===== config.mk =====
export PLATFORM = sky130hd
export DESIGN_NAME = hamming_deframe_decoder_flat
export DESIGN_NICKNAME = d
export VERILOG_FILES = /design/src/rtl/hamming_deframe_decoder_if.sv /design/src/rtl/hamming_deframe_decoder.sv /design/src/flat_wrapper.sv
export SDC_FILE = /design/constraint.sdc
export NUM_CORES = 1
export LEC_CHECK = 0
export CORE_ASPECT_RATIO = 0.7
export CORE_MARGIN = 4
export CORE_UTILIZATION = 50
export DETAILED_ROUTE_END_ITERATION = 10
export PLACE_DENSITY = 0.7
export SYNTH_ARGS = -nofsm -noshare
export SYNTH_HDL_FRONTEND = slang
export SYNTH_SLANG_ARGS = --single-unit

===== constraint.sdc =====
create_clock -name CLK -period 3.3 [get_ports CLK]
set_input_delay 0.99 -clock CLK [delete_from_list [all_inputs] [get_ports CLK]]
set_output_delay 0.99 -clock CLK [all_outputs]
set_load 0.02 [all_outputs]

===== src/rtl/hamming_deframe_decoder_if.sv =====
// Serial payload input and decoded-bit FIFO write port of hamming_deframe_decoder.
// The slave modport is the decoder's view; master is the producer/FIFO side.
interface hamming_deframe_decoder_if;
    logic DATA_IN;
    logic DATA_IN_VALID;
    logic LOCK;
    logic FIFO_OUT_DATA;
    logic FIFO_OUT_WE;
    logic FIFO_OUT_FULL;

    modport slave (
        input  DATA_IN,
        input  DATA_IN_VALID,
        input  LOCK,
        input  FIFO_OUT_FULL,
        output FIFO_OUT_DATA,
        output FIFO_OUT_WE
    );

    modport master (
        output DATA_IN,
        output DATA_IN_VALID,
        output LOCK,
        output FIFO_OUT_FULL,
        input  FIFO_OUT_DATA,
        input  FIFO_OUT_WE
    );
endinterface


===== src/rtl/hamming_deframe_decoder.sv =====
// Serial Hamming(7,4) decoder: aligns codewords to the deframed payload, corrects
// single-bit errors and streams the 4 data bits per codeword into a sync FIFO.
module hamming_deframe_decoder #(
    parameter int PAYLOAD_LEN = 28,
    parameter int CNT_WIDTH   = 16
) (
    input  logic                       CLK,
    input  logic                       RESET,
    hamming_deframe_decoder_if.slave   bus,
    output logic                       CORR_PULSE,
    output logic                       OVERFLOW,
    output logic [CNT_WIDTH-1:0]       ERR_COUNT,
    output logic [CNT_WIDTH-1:0]       DROP_COUNT
);
    localparam int PW = (PAYLOAD_LEN > 1) ? $clog2(PAYLOAD_LEN) : 1;
    localparam logic [PW-1:0]        PAY_LAST = PW'(PAYLOAD_LEN - 1);
    localparam logic [CNT_WIDTH-1:0] CNT_MAX  = '1;

    if (PAYLOAD_LEN % 7 != 0) begin : g_bad_payload_len
        $error("PAYLOAD_LEN must be a multiple of 7");
    end

    typedef enum logic {IDLE = 1'b0, SEND = 1'b1} state_t;

    // cw[0] is c1 (first bit on the line); result is {s3,s2,s1}
    function automatic logic [2:0] syndrome(input logic [6:0] cw);
        syndrome = {cw[3] ^ cw[4] ^ cw[5] ^ cw[6],
                    cw[1] ^ cw[2] ^ cw[5] ^ cw[6],
                    cw[0] ^ cw[2] ^ cw[4] ^ cw[6]};
    endfunction

    function automatic logic [3:0] correct(input logic [6:0] cw, input logic [2:0] s);
        logic [6:0] fixed;
        if (s != 3'd0) begin
            fixed = cw ^ (7'd1 << (s - 3'd1));
        end else begin
            fixed = cw;
        end
        correct = {fixed[2], fixed[4], fixed[5], fixed[6]};
    endfunction

    logic                 lock_q,  lock_d;
    logic [2:0]           bit_idx_q, bit_idx_d;
    logic [PW-1:0]        pay_idx_q, pay_idx_d;
    logic [5:0]           cw_q,    cw_d;
    state_t               state_q, state_d;
    logic [1:0]           ptr_q,   ptr_d;
    logic [1:0]           cnt_q,   cnt_d;
    logic [3:0]           mem0_q,  mem0_d;
    logic [3:0]           mem1_q,  mem1_d;
    logic                 we_q,    we_d;
    logic                 data_q,  data_d;
    logic                 corr_q,  corr_d;
    logic                 ovf_q,   ovf_d;
    logic [CNT_WIDTH-1:0] err_q,   err_d;
    logic [CNT_WIDTH-1:0] drop_q,  drop_d;

    logic          accept_s, realign_s, push_s, pop_s, drop_s;
    logic [2:0]    bit_base_s, syn_s;
    logic [PW-1:0] pay_base_s;
    logic [3:0]    nib_s;
    logic [1:0]    cnt_ap_s;

    // Capture, alignment and single-error correction of the incoming codeword
    always_comb begin
        lock_d     = bus.LOCK;
        accept_s   = bus.DATA_IN_VALID & bus.LOCK;
        realign_s  = ~bus.LOCK | ~lock_q;
        bit_base_s = realign_s ? 3'd0 : bit_idx_q;
        pay_base_s = realign_s ? '0 : pay_idx_q;
        syn_s      = syndrome({bus.DATA_IN, cw_q});
        nib_s      = correct({bus.DATA_IN, cw_q}, syn_s);
        push_s     = accept_s & (bit_base_s == 3'd6);
        cw_d       = cw_q;
        bit_idx_d  = bit_base_s;
        pay_idx_d  = pay_base_s;
        if (accept_s) begin
            if (bit_base_s != 3'd6) begin
                cw_d[bit_base_s] = bus.DATA_IN;
            end else begin
                cw_d = cw_q;
            end
            if (pay_base_s == PAY_LAST) begin
                bit_idx_d = 3'd0;
                pay_idx_d = '0;
            end else begin
                bit_idx_d = (bit_base_s == 3'd6) ? 3'd0 : bit_base_s + 3'd1;
                pay_idx_d = pay_base_s + PW'(1);
            end
        end else begin
            cw_d = cw_q;
        end
    end

    // Nibble queue, status counters and output FSM; a pop frees a slot for a same-cycle push
    always_comb begin
        pop_s    = (state_q == SEND) & ~bus.FIFO_OUT_FULL & (ptr_q == 2'd3);
        drop_s   = push_s & (cnt_q == 2'd2) & ~pop_s;
        cnt_ap_s = cnt_q - {1'b0, pop_s};
        mem0_d   = pop_s ? mem1_q : mem0_q;
        mem1_d   = mem1_q;
        if (push_s && !drop_s) begin
            case (cnt_ap_s)
                2'd0:    mem0_d = nib_s;
                2'd1:    mem1_d = nib_s;
                default: mem1_d = mem1_q;
            endcase
        end else begin
            mem1_d = mem1_q;
        end
        cnt_d  = cnt_ap_s + {1'b0, (push_s & ~drop_s)};

        corr_d = push_s & (syn_s != 3'd0);
        err_d  = (corr_d && (err_q != CNT_MAX)) ? err_q + CNT_WIDTH'(1) : err_q;
        ovf_d  = ovf_q | drop_s;
        drop_d = (drop_s && (drop_q != CNT_MAX)) ? drop_q + CNT_WIDTH'(1) : drop_q;

        we_d   = (state_q == SEND) & ~bus.FIFO_OUT_FULL;
        data_d = mem0_q[2'd3 - ptr_q];
        if (pop_s) begin
            ptr_d = 2'd0;
        end else if (we_d) begin
            ptr_d = ptr_q + 2'd1;
        end else begin
            ptr_d = ptr_q;
        end

        state_d = state_q;
        case (state_q)
            IDLE:    state_d = (cnt_d != 2'd0) ? SEND : IDLE;
            SEND:    state_d = (cnt_d == 2'd0) ? IDLE : SEND;
            default: state_d = IDLE;
        endcase
    end

    // State register; reset discards any codeword or nibble in flight
    always_ff @(posedge CLK or negedge RESET) begin
        if (!RESET) begin
            lock_q    <= 1'b0;
            bit_idx_q <= 3'd0;
            pay_idx_q <= '0;
            cw_q      <= 6'd0;
            state_q   <= IDLE;
            ptr_q     <= 2'd0;
            cnt_q     <= 2'd0;
            mem0_q    <= 4'd0;
            mem1_q    <= 4'd0;
            we_q      <= 1'b0;
            data_q    <= 1'b0;
            corr_q    <= 1'b0;
            ovf_q     <= 1'b0;
            err_q     <= '0;
            drop_q    <= '0;
        end else begin
            lock_q    <= lock_d;
            bit_idx_q <= bit_idx_d;
            pay_idx_q <= pay_idx_d;
            cw_q      <= cw_d;
            state_q   <= state_d;
            ptr_q     <= ptr_d;
            cnt_q     <= cnt_d;
            mem0_q    <= mem0_d;
            mem1_q    <= mem1_d;
            we_q      <= we_d;
            data_q    <= data_d;
            corr_q    <= corr_d;
            ovf_q     <= ovf_d;
            err_q     <= err_d;
            drop_q    <= drop_d;
        end
    end

    assign bus.FIFO_OUT_WE   = we_q;
    assign bus.FIFO_OUT_DATA = data_q;
    assign CORR_PULSE        = corr_q;
    assign OVERFLOW          = ovf_q;
    assign ERR_COUNT         = err_q;
    assign DROP_COUNT        = drop_q;
endmodule


===== src/flat_wrapper.sv =====
// flat-port wrapper written by rule: the top's interface ports become plain ports
module hamming_deframe_decoder_flat 
#(
    parameter int PAYLOAD_LEN = 28,
    parameter int CNT_WIDTH   = 16
)
  (CLK, RESET, CORR_PULSE, OVERFLOW, ERR_COUNT, DROP_COUNT, bus_DATA_IN, bus_DATA_IN_VALID, bus_LOCK, bus_FIFO_OUT_FULL, bus_FIFO_OUT_DATA, bus_FIFO_OUT_WE);
  hamming_deframe_decoder_if bus_i ();
  input  logic CLK;
  input  logic RESET;
  output logic CORR_PULSE;
  output logic OVERFLOW;
  output logic [CNT_WIDTH-1:0] ERR_COUNT;
  output logic [CNT_WIDTH-1:0] DROP_COUNT;
  input wire logic [$bits(bus_i.DATA_IN)-1:0] bus_DATA_IN;
  input wire logic [$bits(bus_i.DATA_IN_VALID)-1:0] bus_DATA_IN_VALID;
  input wire logic [$bits(bus_i.LOCK)-1:0] bus_LOCK;
  input wire logic [$bits(bus_i.FIFO_OUT_FULL)-1:0] bus_FIFO_OUT_FULL;
  output wire logic [$bits(bus_i.FIFO_OUT_DATA)-1:0] bus_FIFO_OUT_DATA;
  output wire logic [$bits(bus_i.FIFO_OUT_WE)-1:0] bus_FIFO_OUT_WE;
  assign bus_i.DATA_IN = bus_DATA_IN;
  assign bus_i.DATA_IN_VALID = bus_DATA_IN_VALID;
  assign bus_i.LOCK = bus_LOCK;
  assign bus_i.FIFO_OUT_FULL = bus_FIFO_OUT_FULL;
  assign bus_FIFO_OUT_DATA = bus_i.FIFO_OUT_DATA;
  assign bus_FIFO_OUT_WE = bus_i.FIFO_OUT_WE;
  hamming_deframe_decoder #(.PAYLOAD_LEN(PAYLOAD_LEN), .CNT_WIDTH(CNT_WIDTH)) u_core (.CLK(CLK), .RESET(RESET), .bus(bus_i), .CORR_PULSE(CORR_PULSE), .OVERFLOW(OVERFLOW), .ERR_COUNT(ERR_COUNT), .DROP_COUNT(DROP_COUNT));
endmodule

==> results.env <==
SYNTH_TOP_FLOP_CELL='sky130_fd_sc_hd__dfrtp_1'
PART_OF_THE_CYCLE_THE_WORST_PATH_NEEDS=0.9565
COUNT_OF_NETS_AFTER_FINISHING=366
NUM-FILL-CELLS=486
CTS.SINKS=64
STDCELL_COUNT=437
TIMING.SETUP.CRITICAL_PATH_CLASS='primary input to flip-flop'
MIN-DELAY-PATH-CLASS='flip-flop to flip-flop'
LAYOUT.CELLS.MOST_COMMON='sky130_fd_sc_hd__dfrtp_1'
GRT_USE_MET1=0.2728
PORT_BUFFERS=41
SYNTH.FF_LATCH_COUNT=64
POST_SYNTH.CELL_AREA_AVG_UM2=10.78
CHIPHEIGHT_UM=74.84
POST_SYNTH_DESIGN_CELL_AREA_UM2=3191
CP_DATA_ARRIVAL_TIME_NS=3.39
DETAIL-ROUTE-ANTENNA-NETS=0
INSERTION_DELAY_NS=0.34
MAXCAPVIOLCOUNT=0
CTS_TREE='built'
YOSYS_WARNINGS=0
SYNTH-SEQ-AREA-SHARE=0.5020
STARTPOINT_TYPE='primary input'
TIMING.MAX_SLEW.REL_SLACK=0.5690
CTS-HTREE-LEVELS=3
DETAIL_ROUTE.FIRST_PASS.ITERATIONS=4
GR-TOTAL-OVERFLOW=0
CTS_ROOT_BUF='sky130_fd_sc_hd__clkbuf_8'
COMMONEST_CELLS_AFTER_ROUTING_FILL_AND_TAPS_ASIDE='sky130_fd_sc_hd__dfrtp_1, sky130_fd_sc_hd__clkdlybuf4s50_1, sky130_fd_sc_hd__nand2_1'
GRT_FIRST_PASS_WIRELENGTH_UM=10720
GLOBAL_ROUTE.USAGE.MET2=0.2465
RUN_STATUS='completed'
DRT_ITER0_MARKERS=66
POSTSYNTHCELLCOUNT=296
TOTALNEGATIVESETUPSLACK_NS=0
CTSLONGESTPATHBUFFERS=2
TOTAL_POWER_PER_UNIT_CELL_AREA_nW_PER_UM2=483.0
DP.CELLS=421
DESIGN_POWER_TOTAL_mW=1.940
SYN2LAYOUT_AREA_GROWTH_PCT=25.92
FINALINSTANCEAREA_UM2=4018
CP.REQUIRED_NS=3.53
IO_PINS=42
SYN_NETS=308
ROUTED_WIRELENGTH_UM=6395
FINAL_LAYOUT_SIZE_SUFFIX_GT1_FRAC=0.1560
MAX_FREQ_MHz=316.8
DIE_W_UM=103.5
DETAILROUTE.VIA_COUNT=2328
CRIT_PATH_END_KIND='flip-flop'
WORST_IR_DROP_VDD_mV=0.2186
TRITONCTS_BUFFERS=9
GRTUSAGEMET3=0.05833
VIA_COUNT_OF_THE_FIRST_GLOBAL_ROUTING_PASS=2201
FP.COREAREA_UM2=6216
DIE-AREA_UM2=7744
CRITPATHMAXFANOUT=7
GP_CONGESTION=0.8134
SETUP_VIOL=0
DRT_DRC_VIOLATIONS_LEFT=0
GRT_START_MAX_NET_PINS=37
REPORT.FINAL.SLEW_VIOL_COUNT=0
TIMING_HOLD_VIOLATIONS_FINAL=0
POST_CTS_HOLD_BUFFER_COUNT=0
SYNTH_EDF_COUNT=0
CLKTRANSATPATHREGS_NS=0.08
STATIC-LEAKAGE-POWER_nW=1.849
WORSTMARGINPINSLEW_NS=0.6465
WORST_CLOCK_SKEW_NS=0.007684
FIN_WORST_HOLD_SLACK_NS=0.4857
WL_PER_CELL_UM=14.63
ANTENNA_CELLS=0
POST_DP_CELL_AREA_UM2=3751
INITIAL_UTILIZATION=0.5133
YS_TYPES=51
GRT.TOTAL_USAGE=0.1808
GRT_ANTENNA_BEFORE_REPAIR=0
DP_HPWL_UM=4684
ASYNC_RESET_FF_FRAC=1.000
FLOORPLAN.ROWS=24
FINALCRITICALPERIOD_NS=3.157
VIAS_PER_INST=5.327
TOP_USAGE_LAYER='met1'
[routing by layer]
metal	routed length [um]	vias to the layer above
li1	-	1147
met1	3270	1129
met2	2739	45
met3	326	7
met4	58	0
met5	0	-
[metrics by stage]
step / util / setup WS, ns
floorplan: - / 0.2390
global placement: 0.6035 / -0.05908
detailed placement: 0.6035 / -0.1932
CTS: 0.6427 / 0.1522
global route: 0.6463 / -0.01017
finish: 0.6463 / 0.1435
[final cells by class]
type / instances / area, um^2 / area share
clock buffers: 9 / 123.9 / 0.03083
clock inverters: 7 / 120.1 / 0.02990
inverters: 7 / 26.28 / 0.006540
multi-input cells: 220 / 1548 / 0.3852
flip-flops and latches: 64 / 1602 / 0.3986
well taps: 78 / 97.59 / 0.02429
repair buffers: 52 / 500.5 / 0.1246
[flip-flops by register name, summed over array words and instances (netlist names)]
signal,cells
u_core.CORR_PULSE,1
u_core.DROP_COUNT,16
u_core.ERR_COUNT,16
u_core.OVERFLOW,1
u_core.bit_idx_q,3
u_core.bus.FIFO_OUT_DATA,1
u_core.bus.FIFO_OUT_WE,1
u_core.cnt_q,2
u_core.cw_q,6
u_core.lock_q,1
u_core.mem0_q,4
u_core.mem1_q,4
u_core.pay_idx_q,5
u_core.ptr_q,2
u_core.state_q,1
[what timing repair did]
action                                  in CTS  in global routing
buffers inserted                             0                  0
endpoints found under the hold margin        0                  0
resized for setup                            0                  3
endpoints found under the setup margin       0                  3
[where the power goes]
group          internal (mW)  switching (mW)
registers              0.827          0.0348
logic                  0.128           0.140
clock network          0.503           0.309
total                   1.46           0.483
[logic make-up after synthesis]
group                      count (synthesis)  synth area share
AOI/OAI and AO/OA                         22           0.04628
xor gates and xnor gates                  43            0.1180
adders and majority gates                  6           0.02353
buffers and inverters                     12           0.02000
DFF                                       64            0.5020
muxes                                     21           0.07412
and+or+nand+nor                          128            0.2161
[critical path, cell delays in order]
cell and delay (ns):
sky130_fd_sc_hd__clkdlybuf4s50_1 0.52, sky130_fd_sc_hd__xnor2_2 0.21, sky130_fd_sc_hd__xnor2_1 0.26, sky130_fd_sc_hd__nor2_1 0.08, sky130_fd_sc_hd__ha_1 0.22, sky130_fd_sc_hd__or3_4 0.41
sky130_fd_sc_hd__inv_2 0.09, sky130_fd_sc_hd__o31a_1 0.29, sky130_fd_sc_hd__nand4_1 0.17, sky130_fd_sc_hd__xnor2_1 0.15
[Yosys cell counts (all sizes together), types with 5 or more instances]
master	count	area [um^2]
a21oi	5	25.02
dfrtp	64	1602
ha	6	75.07
inv	7	26.27
mux2	11	123.9
mux2i	9	90.09
nand2	31	116.4
nand3	19	95.09
nand4	11	68.82
nor2	27	101.4
nor3	7	40.04
o21ai	8	40.04
xnor2	21	183.9
xor2	22	192.7
[final timing paths]
| path | from | to | slack, ns | cells after the start |
|---|---|---|---|---|
| worst max-delay path | bus_DATA_IN | u_core.ERR_COUNT[3] | 0.14 | 10 |
| worst min-delay path | u_core.mem1_q[1] | u_core.mem1_q[1] | 0.49 | 2 |
| worst max register to register | u_core.cw_q[5] | u_core.ERR_COUNT[3] | 0.90 | 9 |
| worst min register to register | u_core.mem1_q[1] | u_core.mem1_q[1] | 0.49 | 2 |
| max in group asynchronous | RESET | u_core.ERR_COUNT[12] | 2.00 | 2 |
| min in group asynchronous | RESET | u_core.DROP_COUNT[14] | 0.67 | 1 |
(Power assumes the default switching activity.)
==> edit, RTL diff (same flow settings) <==
Take the reset off `cw_q`, `mem0_q` and `mem1_q` and load them in a clocked block of their own.
--- a/src/rtl/hamming_deframe_decoder.sv
+++ b/src/rtl/hamming_deframe_decoder.sv
@@ -141,3 +141,2 @@
             pay_idx_q <= '0;
-            cw_q      <= 6'd0;
             state_q   <= IDLE;
@@ -145,4 +144,2 @@
             cnt_q     <= 2'd0;
-            mem0_q    <= 4'd0;
-            mem1_q    <= 4'd0;
             we_q      <= 1'b0;
@@ -157,3 +154,2 @@
             pay_idx_q <= pay_idx_d;
-            cw_q      <= cw_d;
             state_q   <= state_d;
@@ -161,4 +157,2 @@
             cnt_q     <= cnt_d;
-            mem0_q    <= mem0_d;
-            mem1_q    <= mem1_d;
             we_q      <= we_d;
@@ -170,2 +164,8 @@
         end
+    end
+
+    always_ff @(posedge CLK) begin
+        cw_q   <= cw_d;
+        mem0_q <= mem0_d;
+        mem1_q <= mem1_d;
     end
Behaviour: differs if RESET is asserted again (counterexample within 10 cycles, from zero or initial values and one cycle with RESET low); with RESET held inactive, the same outputs for 10 cycles.
==> edit against the original RTL <==
- total power down 4.5%
- worst setup slack better by 260 ps
- design area down 2.2%
- synthesized area down 2.1%
- combinational power up 13%
- wire length down 9.0%
- die area down 1.9%
- global-route usage down 0.70 points
- sequential cell count unchanged
- largest power group unchanged
- first-iteration DRC count up 55%
- register-to-register slack better by 90 ps
- fmax up 9.1%
==> edit: results <==
{
  "grt_pass1_vias": 2089,
  "wl_mm": 5.82,
  "track_usage_pct": 17.4,
  "dp_hpwl_mm": 4.14,
  "slowest_delay_ps": 700,
  "layout-drive-gt1-share_pct": 14.3,
  "reg2reg_depth": 8,
  "drtIter0Drc": 102,
  "ir_drop_uv": 282,
  "power_leakage_uw": 0.00171,
  "first_pass_iters": 4,
  "crit_slowest_cell": "clkdlybuf4s50_1",
  "min_path_type": "flop to flop",
  "via_per_inst": 5.23,
  "grt_pass1_wl_mm": 10.1,
  "synthArstFlopShare_pct": 78.1,
  "tightest_slew_ps": 620,
  "nFillCells": 468,
  "status": "completed",
  "cp.arrival_ps": 3120,
  "place_congestion": 0.772,
  "worstReg2RegStart": "u_core.cw_q[5]$_DFFE_PP_",
  "worstSetupEndpoint": "u_core.mem0_q[2]$_DFF_P_",
  "reg2reg_slack_ps": 990,
  "critPathTopFamily": "buffers and inverters",
  "reg2reg_to": "u_core.ERR_COUNT[1]$_DFFE_PN0P_",
  "clock_latency_ps": 330,
  "via_count": 2222,
  "setup_viol": 0,
  "synth_area_leaders": "dfrtp_1 (40%), edfxtp_1 (9.6%), xnor2_1 (8.7%)",
  "synth_enable_flop_cells": 10,
  "crit_path_start": "bus_LOCK",
  "grt_max_degree": 51,
  "syn-num-nets": 293,
  "synth_warnings": 0,
  "yosysUniqueCellTypes": 48,
  "syn_inst": 281,
  "ys_seq_area_share_pct": 52.2,
  "place_inst": 409,
  "finalClockSkew_ps": 8.73,
  "nets": 357,
  "synth_commonest_cells": "dfrtp_1 (50), nand2_1 (32), xnor2_1 (31), nand3_1 (19), xor2_1 (16)",
  "cp_max_fo": 11,
  "antenna_cells": 0,
  "slew_violations": 0
}
-- edit: routing by layer --
| layer | vias up | track usage, % | share of wire, % |
|---|---|---|---|
| li1 | 1118 | - | - |
| met1 | 1057 | 25.4 | 54 |
| met2 | 41 | 24.1 | 40 |
| met3 | 6 | 6.19 | 4.5 |
| met4 | 0 | 5.68 | 1.2 |
| met5 | - | 0 | 0 |
-- edit: cell type report --
cell class	instances	area [um2]	area share [%]
sequential	64	1630	41.5
multi-input combinational	206	1450	36.8
timing repair buffer	57	541	13.8
clock buffer	12	145	3.69
tap	75	93.8	2.39
clock inverter	4	45.0	1.15
inverter	7	26.3	0.669
-- edit: worst min-delay path by stage --
stage / startpoint / to / slack (ps) / depth (start not counted)
detailed placement: u_core.OVERFLOW$_DFF_PN0_ / u_core.OVERFLOW$_DFF_PN0_ / 450 / 1
global route: u_core.OVERFLOW$_DFF_PN0_ / u_core.OVERFLOW$_DFF_PN0_ / 500 / 1
global placement: u_core.OVERFLOW$_DFF_PN0_ / u_core.OVERFLOW$_DFF_PN0_ / 450 / 1
floorplan: u_core.pay_idx_q[4]$_DFF_PN0_ / u_core.pay_idx_q[4]$_DFF_PN0_ / 510 / 2
CTS: u_core.OVERFLOW$_DFF_PN0_ / u_core.OVERFLOW$_DFF_PN0_ / 470 / 1
finish: u_core.OVERFLOW$_DFF_PN0_ / u_core.OVERFLOW$_DFF_PN0_ / 470 / 1
-- edit: timing repair --
| item | 4_1_cts | 5_1_grt |
|---|---|---|
| setup endpoints to repair | 0 | 3 |
| resized for setup | 0 | 1 |
| setup buffers | 0 | 0 |
-- edit: stage by stage --
| stage | area, um2 | hold slack [ps] | util [%] | worst slack [ps] |
|---|---|---|---|---|
| after floorplan | 3120 | 506 | - | 529 |
| after global placement | 3740 | 451 | 63.3 | -69.5 |
| after detailed placement | 3740 | 451 | 63.3 | -166 |
| after CTS | 3930 | 473 | 66.6 | 204 |
| after global routing | 3930 | 496 | 66.6 | 245 |
| final | 3930 | 470 | 66.6 | 407 |
-- edit: kinds of logic after synthesis --
group	share of synthesized area, %
adders and majority gates	2.40
xor gates and xnor gates	13.2
DFF	52.2
buffers and inverters	1.44
and+or+nand+nor	21.5
AOI/OAI and AO/OA	5.29
muxes	3.93
-- edit: report_power, final --
group	internal [uW]	leakage (uW)	switching, uW
Combinational	153	0.000808	147
Clock	366	0.000100	278
Sequential	869	0.000803	38.9
Total	1390	0.00171	464
